==> config.mk <==
export PLATFORM = sky130hd
export DESIGN_NAME = sevenseg_scan_n_flat
export DESIGN_NICKNAME = d
export VERILOG_FILES = /design/src/rtl/sevenseg_scan_n_if.sv /design/src/rtl/sevenseg_scan_n.sv /design/src/flat_wrapper.sv
export SDC_FILE = /design/constraint.sdc
export NUM_CORES = 1
export LEC_CHECK = 0
export BUFFER_PORTS_ARGS = -buffer_cell sky130_fd_sc_hd__buf_2
export CELL_PAD_IN_SITES_DETAIL_PLACEMENT = 0
export CELL_PAD_IN_SITES_GLOBAL_PLACEMENT = 1
export CORE_ASPECT_RATIO = 2
export CORE_UTILIZATION = 40
export DETAILED_ROUTE_END_ITERATION = 7
export PLACE_DENSITY = 0.84
export RECOVER_POWER = 100
export SYNTH_ARGS = -nofsm -noshare
export SYNTH_HDL_FRONTEND = slang
export SYNTH_SLANG_ARGS = --single-unit
==> constraint.sdc <==
create_clock -name clk -period 2.65 [get_ports clk]
set_clock_uncertainty 0.2 [all_clocks]
set_input_delay 0.53 -clock clk [delete_from_list [all_inputs] [get_ports clk]]
set_output_delay 0.53 -clock clk [all_outputs]
set_load 0.05 [all_outputs]
==> src/rtl/sevenseg_scan_n_if.sv <==
// sevenseg_scan_n_if -- signal bundle between a register source and the
// seven-segment scan driver. The source (master) presents a packed hex value
// with per-digit decimal points and blanking plus a load strobe. The driver
// (slave) returns the active-low segment, decimal-point and anode lines and a
// scan-advance pulse.
interface sevenseg_scan_n_if #(
    parameter int NDIGITS = 8
);
    logic                   load;
    logic [4*NDIGITS-1:0]   data;
    logic [NDIGITS-1:0]     dp_in;
    logic [NDIGITS-1:0]     blank_in;
    logic [6:0]             segs_n;
    logic                   dp_n;
    logic [NDIGITS-1:0]     an_n;
    logic                   digit_tick;

    modport master (
        output load, data, dp_in, blank_in,
        input  segs_n, dp_n, an_n, digit_tick
    );

    modport slave (
        input  load, data, dp_in, blank_in,
        output segs_n, dp_n, an_n, digit_tick
    );
endinterface

==> src/rtl/sevenseg_scan_n.sv <==
// sevenseg_scan_n -- time-multiplexed N-digit hex seven-segment driver for a
// common-anode display. Segment, decimal-point and anode outputs are all
// active low. Each digit slot lasts DIV_COUNT clocks. The first clock of a
// slot is a guard cycle with every anode off, so the previous digit's
// segments never ghost onto the next anode.
//
// Optional feature: define SEVENSEG_LZ_BLANK_EN to suppress leading zeros.
// Digits above the most-significant non-zero nibble are darkened unless their
// decimal point is set. Digit 0 is never suppressed.
//
// The NDIGITS parameter must match the NDIGITS of the connected interface.
module sevenseg_scan_n #(
    parameter  int NDIGITS   = 8,
    parameter  int DIV_COUNT = 100000,
    localparam int IDX_W     = (NDIGITS > 1) ? $clog2(NDIGITS) : 1
) (
    input  logic                 clk,
    input  logic                 rst_n,
    sevenseg_scan_n_if.slave     bus
);

    localparam int PRE_W = $clog2(DIV_COUNT);

    typedef enum logic {
        GUARD = 1'b0,
        DRIVE = 1'b1
    } slot_phase_e;

    logic [PRE_W-1:0]       r_presc;
    logic [IDX_W-1:0]       r_idx;
    logic [4*NDIGITS-1:0]   r_shadowData;
    logic [NDIGITS-1:0]     r_shadowDp;
    logic [NDIGITS-1:0]     r_shadowBlank;

    logic [6:0]             r_segsN;
    logic                   r_dpN;
    logic [NDIGITS-1:0]     r_anN;
    logic                   r_digitTick;

    logic                   w_prescLast;
    slot_phase_e            w_phase;
    logic [NDIGITS-1:0]     w_lzMask;
    logic [NDIGITS-1:0]     w_blankMask;
    logic [3:0]             w_nibble;
    logic                   w_dpBit;
    logic                   w_blankBit;
    logic [NDIGITS-1:0]     w_anDrive;
    logic [6:0]             w_segsDecoded;
    logic [6:0]             w_segsNext;
    logic                   w_dpNext;
    logic [NDIGITS-1:0]     w_anNext;

    assign w_prescLast = (r_presc == PRE_W'(DIV_COUNT - 1));

    // Prescaler sets the slot length; the digit index advances as the prescaler wraps.
    always_ff @(posedge clk or negedge rst_n) begin
        if (!rst_n) begin
            r_presc <= '0;
            r_idx   <= '0;
        end else if (w_prescLast) begin
            r_presc <= '0;
            if (r_idx == IDX_W'(NDIGITS - 1)) begin
                r_idx <= '0;
            end else begin
                r_idx <= r_idx + 1'b1;
            end
        end else begin
            r_presc <= r_presc + 1'b1;
        end
    end

    // Shadow registers hold the displayed value and only change on a load strobe.
    always_ff @(posedge clk or negedge rst_n) begin
        if (!rst_n) begin
            r_shadowData  <= '0;
            r_shadowDp    <= '0;
            r_shadowBlank <= '0;
        end else if (bus.load) begin
            r_shadowData  <= bus.data;
            r_shadowDp    <= bus.dp_in;
            r_shadowBlank <= bus.blank_in;
        end
    end

    // The first prescaler count of each slot is the anode guard cycle.
    always_comb begin
        w_phase = (r_presc == '0) ? GUARD : DRIVE;
    end

`ifdef SEVENSEG_LZ_BLANK_EN
    // Walk down from the top digit, darkening zeros until the first non-zero nibble.
    always_comb begin
        logic seenNonZero;
        seenNonZero = 1'b0;
        w_lzMask    = '0;
        for (int i = NDIGITS - 1; i >= 1; i--) begin
            if (r_shadowData[4*i +: 4] != 4'h0) begin
                seenNonZero = 1'b1;
            end
            if (!seenNonZero && !r_shadowDp[i]) begin
                w_lzMask[i] = 1'b1;
            end
        end
    end
`else
    // Without leading-zero suppression only the explicit blank bits darken digits.
    always_comb begin
        w_lzMask = '0;
    end
`endif

    assign w_blankMask = r_shadowBlank | w_lzMask;

    // Select the nibble, decimal point, blank flag and anode pattern for the current index.
    always_comb begin
        w_nibble   = 4'h0;
        w_dpBit    = 1'b0;
        w_blankBit = 1'b0;
        w_anDrive  = '1;
        for (int i = 0; i < NDIGITS; i++) begin
            if (r_idx == IDX_W'(i)) begin
                w_nibble     = r_shadowData[4*i +: 4];
                w_dpBit      = r_shadowDp[i];
                w_blankBit   = w_blankMask[i];
                w_anDrive[i] = 1'b0;
            end
        end
    end

    // Hex to active-low segment decode, gfedcba order.
    always_comb begin
        w_segsDecoded = 7'b1111111;
        case (w_nibble)
            4'h0: w_segsDecoded = 7'b1000000;
            4'h1: w_segsDecoded = 7'b1111001;
            4'h2: w_segsDecoded = 7'b0100100;
            4'h3: w_segsDecoded = 7'b0110000;
            4'h4: w_segsDecoded = 7'b0011001;
            4'h5: w_segsDecoded = 7'b0010010;
            4'h6: w_segsDecoded = 7'b0000010;
            4'h7: w_segsDecoded = 7'b1111000;
            4'h8: w_segsDecoded = 7'b0000000;
            4'h9: w_segsDecoded = 7'b0010000;
            4'hA: w_segsDecoded = 7'b0001000;
            4'hB: w_segsDecoded = 7'b0000011;
            4'hC: w_segsDecoded = 7'b1000110;
            4'hD: w_segsDecoded = 7'b0100001;
            4'hE: w_segsDecoded = 7'b0000110;
            4'hF: w_segsDecoded = 7'b0001110;
            default: w_segsDecoded = 7'b1111111;
        endcase
    end

    // Next output values: everything dark in GUARD; in DRIVE one anode low, blanked digits dark.
    always_comb begin
        w_segsNext = 7'b1111111;
        w_dpNext   = 1'b1;
        w_anNext   = '1;
        if (w_phase == DRIVE) begin
            w_anNext = w_anDrive;
            if (!w_blankBit) begin
                w_segsNext = w_segsDecoded;
                w_dpNext   = ~w_dpBit;
            end
        end
    end

    // Register every output so the display lines are glitch-free.
    always_ff @(posedge clk or negedge rst_n) begin
        if (!rst_n) begin
            r_segsN     <= 7'b1111111;
            r_dpN       <= 1'b1;
            r_anN       <= '1;
            r_digitTick <= 1'b0;
        end else begin
            r_segsN     <= w_segsNext;
            r_dpN       <= w_dpNext;
            r_anN       <= w_anNext;
            r_digitTick <= w_prescLast;
        end
    end

    assign bus.segs_n     = r_segsN;
    assign bus.dp_n       = r_dpN;
    assign bus.an_n       = r_anN;
    assign bus.digit_tick = r_digitTick;

endmodule

==> src/flat_wrapper.sv <==
// flat-port wrapper written by rule: the top's interface ports become plain ports
module sevenseg_scan_n_flat 
#(
    parameter  int NDIGITS   = 8,
    parameter  int DIV_COUNT = 100000,
    localparam int IDX_W     = (NDIGITS > 1) ? $clog2(NDIGITS) : 1
)
  (clk, rst_n, bus_load, bus_data, bus_dp_in, bus_blank_in, bus_segs_n, bus_dp_n, bus_an_n, bus_digit_tick);
  sevenseg_scan_n_if #(.NDIGITS(NDIGITS)) bus_i ();
  input  logic clk;
  input  logic rst_n;
  input wire logic [$bits(bus_i.load)-1:0] bus_load;
  input wire logic [$bits(bus_i.data)-1:0] bus_data;
  input wire logic [$bits(bus_i.dp_in)-1:0] bus_dp_in;
  input wire logic [$bits(bus_i.blank_in)-1:0] bus_blank_in;
  output wire logic [$bits(bus_i.segs_n)-1:0] bus_segs_n;
  output wire logic [$bits(bus_i.dp_n)-1:0] bus_dp_n;
  output wire logic [$bits(bus_i.an_n)-1:0] bus_an_n;
  output wire logic [$bits(bus_i.digit_tick)-1:0] bus_digit_tick;
  assign bus_i.load = bus_load;
  assign bus_i.data = bus_data;
  assign bus_i.dp_in = bus_dp_in;
  assign bus_i.blank_in = bus_blank_in;
  assign bus_segs_n = bus_i.segs_n;
  assign bus_dp_n = bus_i.dp_n;
  assign bus_an_n = bus_i.an_n;
  assign bus_digit_tick = bus_i.digit_tick;
  sevenseg_scan_n #(.NDIGITS(NDIGITS), .DIV_COUNT(DIV_COUNT)) u_core (.clk(clk), .rst_n(rst_n), .bus(bus_i));
endmodule
==> summary.md, run 1 <==
Clock-pin slew was measured on the worst setup and hold paths at 60 ps. Setup violations remaining at the end of the flow were counted as 0. STA classifies the critical path startpoint as a register. The number of antenna diodes in the final layout is 0.

The layout has 913 filler cells. The critical path is of the reg -> reg type. The flow ran to the end, but the final reports show violations. TritonCTS built the clock tree. Once detail routing completed, the nets flagged for antenna violations numbered 0.

The clock reaches the later pin of the worst-skew pair after 330 ps. In this run the number of H-tree levels came out at 3. In the synthesized netlist the dominant register cell turns out to be dfrtp_1. The final route contains 3,105 vias. The post-detailed-route via-to-cell ratio came out at 5.227. The initial antenna violation count came out at 0. The setup TNS after final layout was 0 ps.

The final layout contains 519 nets. Entering global routing, the biggest net connects 86 pins. The proportion of netlist area held by the largest area contributor came out at 41.50%.

Ranked by instance count, the synthesized netlist is headed by 69 x dfrtp_1, 41 x mux2_2, 39 x nand2_1, 19 x a21oi_1, 19 x nor2_1. The most frequent cell after synthesis is dfrtp_1. For the all-layer global routing usage, the log shows 20.04%. For this design, the sink count on the clock tree is 85. Dividing the final minimum period by the clock period gives 99.01%. In this run the count of I/O pins placed on the die edge is 68. The final hold slack is 210.2 ps, and the maximum resistive drop on vdd is 0.3218 mV.

The initial core utilization is 41.25%, and the cell count after synthesis is 362. Of the cells placed in the final design, the portion with a size suffix greater than 1 is 40.52%. The area growth from synthesis to layout works out to 26.77%. The run gives 0 as the remaining global-route overflow. Setup repair after global routing could not meet its margin everywhere.

At the worst endpoint, the required time is 2700 ps. DRC violation count after routing: 0. Counting flops with an async set or reset pin after synthesis yields a share of 100.0%. The wire-length estimate of the detail-placed layout is 7305 µm. The die covers 10,840 µm².

The tree is rooted in a clkbuf_16. Row generation in the floorplan step produced 52 rows. The number of global-route vias before repair came out at 3,298.

The analysis attributes to cell leakage a power of 2.293 nW. The slew at the pin with the worst max-slew slack was 1854 ps; the TritonCTS buffer count was 9. The first TritonRoute pass finished after 4 iterations. In the post-synthesis netlist, the biggest area contributors are dfrtp_1 42%, mux2_2 11%, dfstp_2 10%. The tools report the type of destination of the critical path as a register. Class of the tightest hold or removal check: in -> reg. At the worst endpoint, the arrival time is 2670 ps.

The logs give 0 for the count of endpoints failing hold in the final timing report and 131 for the number of violations reported at the end of detailed-routing iteration 0. The number of enable flip-flop cells after synthesis works out to 0. Routability-driven placement finished with a final weighted congestion of 0.9051. The number of max-capacitance violations reported was 1; the number of unique standard cell types used by synthesis was 55.

The checks that failed: capacitance limit, slew limit. The flip-flop and latch count after synthesis is 85. Summing all flip-flop and latch instances after layout gives 2148 µm². The wire length after detailed routing is 10,020 µm. The wire length of the first global-routing pass is 16,150 µm, and the multi-input logic area is 2032 µm².

The total count of max-transition violations in the final report was 86; the power per cell area was 586.3 nW/µm². The core region is 10,080 µm². Average detailed-routed wire length per instance: 16.87 µm.

For this run, the top clock speed supported by timing is 0.3811 GHz. From bottom edge to top edge, the die measures 146.2 µm. The quantity of I/O buffers inserted on ports is 67, and the die width is 74.12 µm.

For the finished layout, the period the worst path requires is 2624 ps. The per-instance average area after synthesis is 11.49 µm², and the net count after synthesis is 427. The post-synthesis sequential area ratio came out at 51.61%. The number of buffers on the longest clock path is 2, and the biggest fanout along the worst timing path is 6. The largest total area in the synthesized netlist belongs to dfrtp_1. The yosys synthesis warning count is 0, and the cell area after synthesis is 4160 µm².

Headroom to the max-slew limit came out at -23.58%.
==> layer usage <==
metal	vias up	GRT usage (%)	share of wire, %	wire length (µm)
met1	1528	20.59	36	3582
met4	0	11.54	4.9	490
met5	-	0	0	0
met2	82	35.86	56	5594
met3	34	4.003	3.5	354
li1	1461	-	-	-
==> worst max-delay path, stage by stage, from the launching register on <==
cell      delay (ps)
dfrtp_2          440
ha_2             210
ha_4             180
or2_4            250
a21oi_4          140
a211oi_4         100
o31ai_4          280
inv_2             80
ha_2             190
mux2_4           250
mux2i_1          150
nand2_1           70
==> layout make-up <==
type	count	area share, %
clock buffer	14	4.816
clock inverter	2	0.6643
inverter	17	1.257
multi-input combinational	241	38.53
sequential	85	40.74
tap	135	3.203
timing repair buffer	100	10.79
==> power breakdown <==
part / switching [W] / internal, W
Sequential: 0.0000523 / 0.00140
Clock: 0.000460 / 0.000755
Combinational: 0.000239 / 0.000182
==> registers in the layout, summed over array words and instances (netlist names) <==
| register | flops |
|---|---|
| u_core.r_shadowDp | 8 |
| u_core.r_shadowData | 32 |
| u_core.bus.digit_tick | 1 |
| u_core.r_idx | 3 |
| u_core.r_shadowBlank | 8 |
| u_core.bus.dp_n | 1 |
| u_core.r_presc | 17 |
| u_core.bus.an_n | 8 |
| u_core.bus.segs_n | 7 |
==> per-stage QoR <==
| stage | std cells | total power [W] | utilization [%] | setup slack (ps) | instance area [µm²] |
|---|---|---|---|---|---|
| final | 594 | 0.003092 | 52.30 | 26.26 | 5274 |
| after global routing | 594 | 0.003212 | 52.30 | -62.97 | 5274 |
| after CTS | 589 | 0.003112 | 51.19 | -33.50 | 5162 |
| after detailed placement | 572 | 0.001874 | 47.53 | -140.7 | 4793 |
| after global placement | 572 | 0.001861 | 47.53 | -105.8 | 4793 |
| after floorplan | 362 | 0.001715 | - | -72.73 | 4164 |
==> final timing paths <==
| check | startpoint | end | slack (ps) | cells after the start |
|---|---|---|---|---|
| min in group asynchronous | rst_n | u_core.r_shadowData[29] | 620 | 2 |
| hold / removal | bus_data[16] | u_core.r_shadowData[16] | 210 | 3 |
| setup reg to reg | u_core.r_idx[0] | u_core.bus.segs_n[3] | 30 | 11 |
| max in group asynchronous | rst_n | u_core.r_idx[0] | 400 | 2 |
| hold reg to reg | u_core.r_presc[14] | u_core.r_presc[14] | 310 | 1 |
| setup / recovery | u_core.r_idx[0] | u_core.bus.segs_n[3] | 30 | 11 |
==> kinds of logic after synthesis <==
| family | Yosys count | synth area share, % |
|---|---|---|
| buffers and inverters | 36 | 4.060 |
| xor gates and xnor gates | 15 | 3.158 |
| muxes | 46 | 12.33 |
| DFF | 85 | 51.61 |
| AOI/OAI and AO/OA | 69 | 13.20 |
| adders and majority gates | 14 | 4.211 |
| and+or+nand+nor | 97 | 11.43 |
==> cells in the final DEF (no fill, tap or decap), types with 3 or more instances in the layout <==
master,instances
dfrtp_1,68
buf_2,49
mux2_2,40
nand2_1,37
clkbuf_1,25
buf_4,24
nor2_1,19
dfstp_2,16
a21oi_1,15
inv_1,13
o21ai_0,12
nand3_1,11
xor2_1,9
clkbuf_16,9
xnor2_1,6
ha_4,6
o211ai_1,5
nand2b_1,4
mux2i_1,4
ha_1,4
ha_2,4
buf_6,4
a221oi_2,3
nand3b_1,3
and2_1,3
inv_2,3
and3_1,3
==> repair_timing <==
action	CTS	global route
buffers inserted	1	5
pin swaps	3	11
gates cloned	0	0
hold buffers	0	0
endpoints found under the setup margin	5	6
gates resized for setup	17	31
(Power assumes the default switching activity.)
==> inputs of run 2 (changes only) <==
--- a/config.mk
+++ b/config.mk
@@ -11,6 +11,7 @@
 export CORE_ASPECT_RATIO = 2
-export CORE_UTILIZATION = 40
+export CORE_UTILIZATION = 44
 export DETAILED_ROUTE_END_ITERATION = 7
-export PLACE_DENSITY = 0.84
+export PLACE_DENSITY = 0.87
 export RECOVER_POWER = 100
+export SLEW_MARGIN = 10
 export SYNTH_ARGS = -nofsm -noshare
==> constraint.sdc (replaced) <==
create_clock -name clk -period 2.6 [get_ports clk]
set_clock_uncertainty 0.2 [all_clocks]
set_input_delay 0.52 -clock clk [delete_from_list [all_inputs] [get_ports clk]]
set_output_delay 0.52 -clock clk [all_outputs]
set_load 0.01 [all_outputs]
==> summary.md, run 2 (synthesis gave the netlist of run 1 again) <==
The flow ran to the end, but the final reports show violations. The checks that failed: DRC, setup timing. The critical path in this run is classified as reg -> reg. The ratio of cells with drive above 1 in the final layout was 41.48% (+0.96 points). The cell row count is 49 (-5.8%). The tools report the last weighted congestion value of the routability-driven placer as 0.8963 (-0.97%).

The register with the most flip-flops was u_core.r_shadowData. The final hold slack was 184.6 ps (-25.65 ps); the final critical-path setup slack was -59.00 ps (-85.27 ps). The initial antenna violation count was 0 (unchanged). The type of destination of the critical path was a register.

In the layout the commonest cells are 67 x dfrtp_1, 49 x buf_2, 41 x mux2_2, 38 x nand2_1, 28 x buf_4. The detailed placer's ending HPWL was 7258 µm (-0.64%); the number of max-capacitance violations reported was 0 (-1). The length of the first detailed-routing pass in iterations was 6 (+2). For the initial core utilization, the log shows 45.85% (+4.6 points).

The area growth from synthesis to layout was 24.66%; the quantity of I/O buffers inserted on ports was 67 (unchanged). DRC violation count after routing: 11 (+11). For the area enclosed by the die boundary, the log shows 9871 µm² (-8.9%). The via total after detailed routing was 3,062 (-1.4%). The post-route cell area was 5186 µm² (-1.7%); the number of global-route vias before repair was 3,339 (+1.2%). The run gives 0.3235 mV (+0.54%) as the maximum resistive drop on vdd. The fraction of the core area covered by cells at the end of the flow was 57.16% (+4.9 points); the wire length of the first global-routing pass was 16,060 µm (-0.56%). The library cell used most frequently in the layout, excluding fill and tap cells, is dfrtp_1.

The power per cell area works out to 616.8 nW/µm² (+5.2%). The number of antenna cells inserted was 0 (unchanged); the shortest period the worst path allows was 2659 ps (+35.27 ps). The tools report the total count of max-transition violations in the final report as 0 (-100%). The logs give 17.92% (+41 points) for the max-slew headroom at the worst pin and -60 ps (-90 ps) for the internal reg-to-reg setup slack. The length of routed met2 wiring is 5480 µm (-2.0%). The clock tree root buffer cell was clkbuf_16. The I/O pin count was 68 (unchanged); the total power of the final layout was 0.003199 W (+3.4%). The leakage power was 2.250 nW (-1.9%). Setup repair after global routing could not meet its margin everywhere. The highest layer touched by signal routing is met4.

The TritonCTS buffer count is 9 (unchanged), and the latest clock arrival within the worst-skew pair is 350 ps (+20 ps). The routed length on met1 is 3489 µm (-2.6%), and the depth of the CTS H-tree is 3 (unchanged). The average detailed-routed wire length per instance was 17.33 µm (+2.7%). The tools report the critical path data required time as 2660 ps (-40 ps). The clock-pin slew of the registers on the worst-case setup and hold paths is 60 ps (about the same). The count of endpoints failing hold in the final timing report was 0 (unchanged). In the final layout, the registers with the most flip-flops are u_core.r_shadowData: 32 flops, u_core.r_presc: 17 flops. The fmax came out at 0.3761 GHz (-1.3%). The standard cell with the maximum stage delay on the critical path was dfrtp_2. Die width: 70.76 µm (-4.5%). The buffers plus inverters on the worst setup path is 1 (unchanged). The gate family responsible for the most delay along the worst path is adder cells. Vertical die dimension: 139.5 µm (-4.6%). The tools report the kind of launch point of the worst setup path as a register. Number of violations reported at the end of detailed-routing iteration 0: 131 (unchanged).

For the total met3 wirelength after detailed routing, the log shows 254 µm (-28%). The path class of the tightest hold or removal check is in -> reg. The wire length after detailed routing is 9707 µm (-3.1%), and the final setup violation count is 1 (+1).

The placeable core region was 9074 µm² (-10%); the slew at the pin with the worst max-slew slack was 1231 ps (-622.5 ps). TritonCTS built the clock tree. The logs give 518 (-0.19%) for the number of nets in the layout and 57 (-34%) for the largest net degree at the start of global routing. The number of nets with antenna violations after detailed routing was 0 (unchanged); the setup TNS after final layout was -59.00 ps (-59.00 ps).

The number of flip-flops in the largest register is 32 (unchanged). The number of filler cells placed in the layout came out at 754 (-17%). The number of sinks handled by clock tree synthesis was 85 (unchanged); the post-route fraction of the period consumed by the critical path was 102.3% (+3.3 points).

The tools report the remaining global-route overflow as 0 (unchanged). For the all-layer global routing usage, the log shows 21.44% (+1.4 points). Biggest fanout along the worst timing path: 10 (+4). The critical path goes through ha_4 > ha_1 > nor3_1 > a21oi_4 > buf_4 > ha_2 > mux2_4 > mux2i_2 > nand2_1. The largest incremental delay on the critical path is 460 ps (+20 ps), and the number of buffers on the longest clock path is 2 (unchanged). The signal arrival time at the worst endpoint is 2720 ps (+50 ps), and the post-detailed-route via-to-cell ratio is 5.468 (+4.6%). The tools report the cell area reported after detailed placement as 4762 µm² (-0.65%).
[run 2: where the power goes]
group	leakage [nW]	total (W)	switching, W	internal (W)
logic	1.10	0.000360	0.000177	0.000183
clock network	0.145	0.00136	0.000519	0.000839
registers	1.01	0.00148	0.0000515	0.00143
[run 2: worst reg2reg max path, stage by stage (launching register included)]
cell and delay (ps):
dfrtp_2 460, ha_4 190, ha_1 330, nor3_1 380, a21oi_4 100, buf_4 170, ha_2 210, mux2_4 280
mux2i_2 170, nand2_1 80
[run 2: worst paths after layout]
path                            cells past startpoint                      end                     from
worst min register to register                      1  u_core.r_shadowData[29]  u_core.r_shadowData[29]
min in group asynchronous                           2  u_core.r_shadowData[31]                    rst_n
worst min-delay path                                3  u_core.r_shadowBlank[2]          bus_blank_in[2]
max in group asynchronous                           3          u_core.r_idx[1]                    rst_n
worst max-delay path                                9     u_core.bus.segs_n[3]          u_core.r_idx[0]
worst max register to register                      9     u_core.bus.segs_n[3]          u_core.r_idx[0]
[run 2: area by class of cell]
cell class              count  area, µm²  share of cell area [%]
flip-flops and latches     85       2150                   41.45
multi-input cells         241       1971                   38.00
repair buffers             99      558.0                   10.76
clock buffers              10      229.0                   4.415
well taps                 102      127.6                   2.461
clock inverters             6      87.58                   1.689
inverters                  17      63.81                   1.230
[run 2: per-stage QoR]
stage	worst slack [ps]	instances
detailed placement	-126.4	539
finish	-59.00	560
floorplan	4.514	362
global route	-184.8	560
CTS	-31.21	560
global placement	-9.005	539
[run 2: layer usage]
metal  up-vias  GRT usage (%)
met3        32          3.765
met1      1499          20.91
met2        67          39.47
met4         0          15.05
li1       1464              -
met5         -              0
[run 2: what timing repair did]
item | in CTS | in global routing
hold endpoints to repair | 24 | 0
pin swaps | 4 | 4
setup buffers | 4 | 1
hold buffers | 1 | 0
endpoints found under the setup margin | 6 | 7
gates resized for setup | 21 | 10
==> inputs of run 3 (changes only) <==
Settings changed: CELL_PAD_IN_SITES_DETAIL_PLACEMENT 0 to unset, CELL_PAD_IN_SITES_GLOBAL_PLACEMENT 1 to unset, PLACE_DENSITY 0.87 to 0.74, RECOVER_POWER 100 to unset.
==> summary.md, run 3 (synthesis gave the netlist of run 1 again) <==
The number of nets in the layout is 533 (+2.9%), and the number of antenna cells inserted is 0 (unchanged). For the total power of the final layout, the log shows 0.003145 W (-1.7%). The top cell types in the final layout, fill and taps aside, are 67 x dfrtp_1, 66 x buf_2, 41 x mux2_2, 40 x buf_4, 36 x nand2_1. For the total met3 wirelength after detailed routing, the log shows 369 µm (+45%). The leakage power was 2.422 nW (+7.6%). The post-detailed-route via-to-cell ratio is 5.609 (+2.6%), and the depth of the worst register-to-register path is 11 (+2). For the cell row count, the log shows 49 (unchanged). The tools report the signal arrival time at the worst endpoint as 2740 ps (+20 ps). The shortest period the worst path allows was 2688 ps (+28.96 ps). The I/O pin count was 68 (unchanged). The endpoint identified for the worst register-to-register timing path is u_core.bus.segs_n[3]. The max-slew headroom at the worst pin is 63.90% (+46 points), and the ratio of cells with drive above 1 in the final layout is 48.41% (+6.9 points). The final critical-path setup slack was -87.96 ps (-28.96 ps); the setup TNS after final layout was -207.1 ps (-148.1 ps). The critical path data required time was 2650 ps (about the same).

The number of flip-flops in the largest register was 32 (unchanged); the number of nets with antenna violations after detailed routing was 0 (unchanged). The wire length of the first global-routing pass is 15,950 µm (-0.65%), and the die width is 70.76 µm (unchanged). The tools report the placeable core region as 9074 µm² (unchanged). Detailed placer's ending HPWL: 7100 µm (-2.2%).

More flip-flops sit in one register than any other, and that register is u_core.r_shadowData. For the TritonCTS buffer count, the log shows 9 (unchanged). The power per cell area is 578.6 nW/µm² (-6.2%). Topmost layer with routed signal wires: met4. The quantity of I/O buffers inserted on ports was 67 (unchanged). The count of endpoints failing hold in the final timing report is 0 (unchanged), and the internal reg-to-reg setup slack is -90 ps (-30 ps). The type of destination of the critical path was a register. The average detailed-routed wire length per instance works out to 17.89 µm (+3.2%).

The clock-pin slew of the registers on the worst-case setup and hold paths is 60 ps (about the same), and the maximum resistive drop on vdd is 0.3462 mV (+7.0%). Area growth from synthesis to layout: 30.68%. The run finished, with violations left.

The logs give 2 (unchanged) for the number of buffers on the longest clock path and 0.3720 GHz (-1.1%) for the fmax. The final setup violation count was 5 (+4); the last weighted congestion value of the routability-driven placer was 0.9086 (+1.4%). The cell area reported after detailed placement came out at 4777 µm² (+0.32%).

The post-route fraction of the period consumed by the critical path is 103.4% (+1.1 points). The final hold slack was 191.8 ps (+7.191 ps); the vertical die dimension was 139.5 µm (unchanged). The number of sinks handled by clock tree synthesis came out at 85 (unchanged). The largest registers in the layout are u_core.r_shadowData: 32 flops, u_core.r_presc: 17 flops. The run gives 6 (unchanged) as the length of the first detailed-routing pass in iterations. The checks that failed: DRC, setup timing. The most critical setup path has its startpoint at u_core.r_idx[1].

The startpoint identified for the worst register-to-register timing path is u_core.r_idx[1]. The tools report the end point of the critical path as u_core.bus.segs_n[3]. The run gives 3,225 (+5.3%) as the via total after detailed routing.

The run gives 5814 µm (+6.1%) as the length of routed met2 wiring. The DRC violation count after routing was 10 (-1). STA classifies the critical path startpoint as a register.

The setup path with the least slack is of type reg -> reg. The depth of the CTS H-tree was 3 (unchanged). The logs give 0 (unchanged) for the number of max-capacitance violations reported and 21.19% (-0.25 points) for the all-layer global routing usage. The run gives 0 (unchanged) as the initial antenna violation count.

The number of filler cells placed in the layout is 725 (-3.8%). Leaving out fill and tap cells, the most frequent cell in the layout is dfrtp_1. For the wire length after detailed routing, the log shows 10,280 µm (+5.9%). TritonCTS built the clock tree.

The tools report the latest clock arrival within the worst-skew pair as 340 ps (about the same). Hold path depth: 3 (unchanged). The run gives 186 (+42%) as the number of violations reported at the end of detailed-routing iteration 0. The class of the tightest hold or removal check is in -> reg.

For the number of global-route vias before repair, the log shows 3,378 (+1.2%). Setup repair after global routing could not meet its margin everywhere. The total count of max-transition violations in the final report was 0 (unchanged); the fraction of the core area covered by cells at the end of the flow was 59.91% (+2.8 points). For the area enclosed by the die boundary, the log shows 9871 µm² (unchanged). The biggest fanout along the worst timing path was 4 (-6); the routed length on met1 was 3543 µm (+1.5%). The slew at the pin with the worst max-slew slack was 541.5 ps (-689.8 ps); the remaining global-route overflow was 0 (unchanged). The tools report the initial core utilization as 45.85% (unchanged). The post-route cell area came out at 5436 µm² (+4.8%). For the largest net degree at the start of global routing, the log shows 57 (unchanged). The tree is rooted in a clkbuf_16.
## run 3: cell types whose count changed in the layout (fill, tap and decap cells not counted), sizes merged
cell,change
inv,+1
bufinv,-1
buf,+35
clkbuf,-21
clkinv,+1
## run 3: metal layers
layer	vias to the layer above	track usage (%)
met3	43	4.417
li1	1489	-
met4	0	13.26
met5	-	0
met1	1609	20.18
met2	84	39.83
## run 3: area by class of cell
| class | instances | area [µm²] | area share, % |
|---|---|---|---|
| Clock buffer | 9 | 225.2 | 4.143 |
| Clock inverter | 7 | 75.07 | 1.381 |
| Inverter | 17 | 66.31 | 1.220 |
| Multi-Input combinational cell | 241 | 2056 | 37.81 |
| Sequential cell | 85 | 2150 | 39.54 |
| Tap cell | 102 | 127.6 | 2.348 |
| Timing Repair Buffer | 114 | 737.0 | 13.56 |
## run 3: worst min path at each step
stage,start,to
finish,bus_data[8],u_core.r_shadowData[8]
floorplan,rst_n,u_core.bus.digit_tick
global placement,u_core.r_shadowDp[7],u_core.r_shadowDp[7]
detailed placement,u_core.r_presc[11],u_core.r_presc[11]
CTS,bus_data[8],u_core.r_shadowData[8]
global route,bus_blank_in[1],u_core.r_shadowBlank[1]
## run 3: timing repair
item	CTS	global route
resized for setup	34	14
setup endpoints to repair	4	7
hold endpoints to repair	26	0
pin swaps	14	8
hold buffers	1	0
setup buffers	9	8
## run 3: worst max-delay path, cell delays in order, from the launching register on
cell,delay (ps)
dfrtp_2,450
ha_4,180
ha_4,170
or2_4,270
a21oi_4,160
a211oi_4,110
o31ai_4,260
inv_2,120
ha_4,170
mux2_4,250
mux2i_1,170
nand2_1,90
## run 3: through the flow
| stage | cells | setup slack, ps |
|---|---|---|
| after floorplan | 362 | 4.514 |
| after global placement | 541 | 3.652 |
| final | 575 | -87.96 |
| after detailed placement | 541 | -149.6 |
| after CTS | 567 | -54.84 |
| after global routing | 575 | -174.8 |
## run 3: power breakdown
group	internal (W)	switching, W
Combinational	0.000203	0.000193
Sequential	0.00143	0.0000526
Clock	0.000746	0.000521
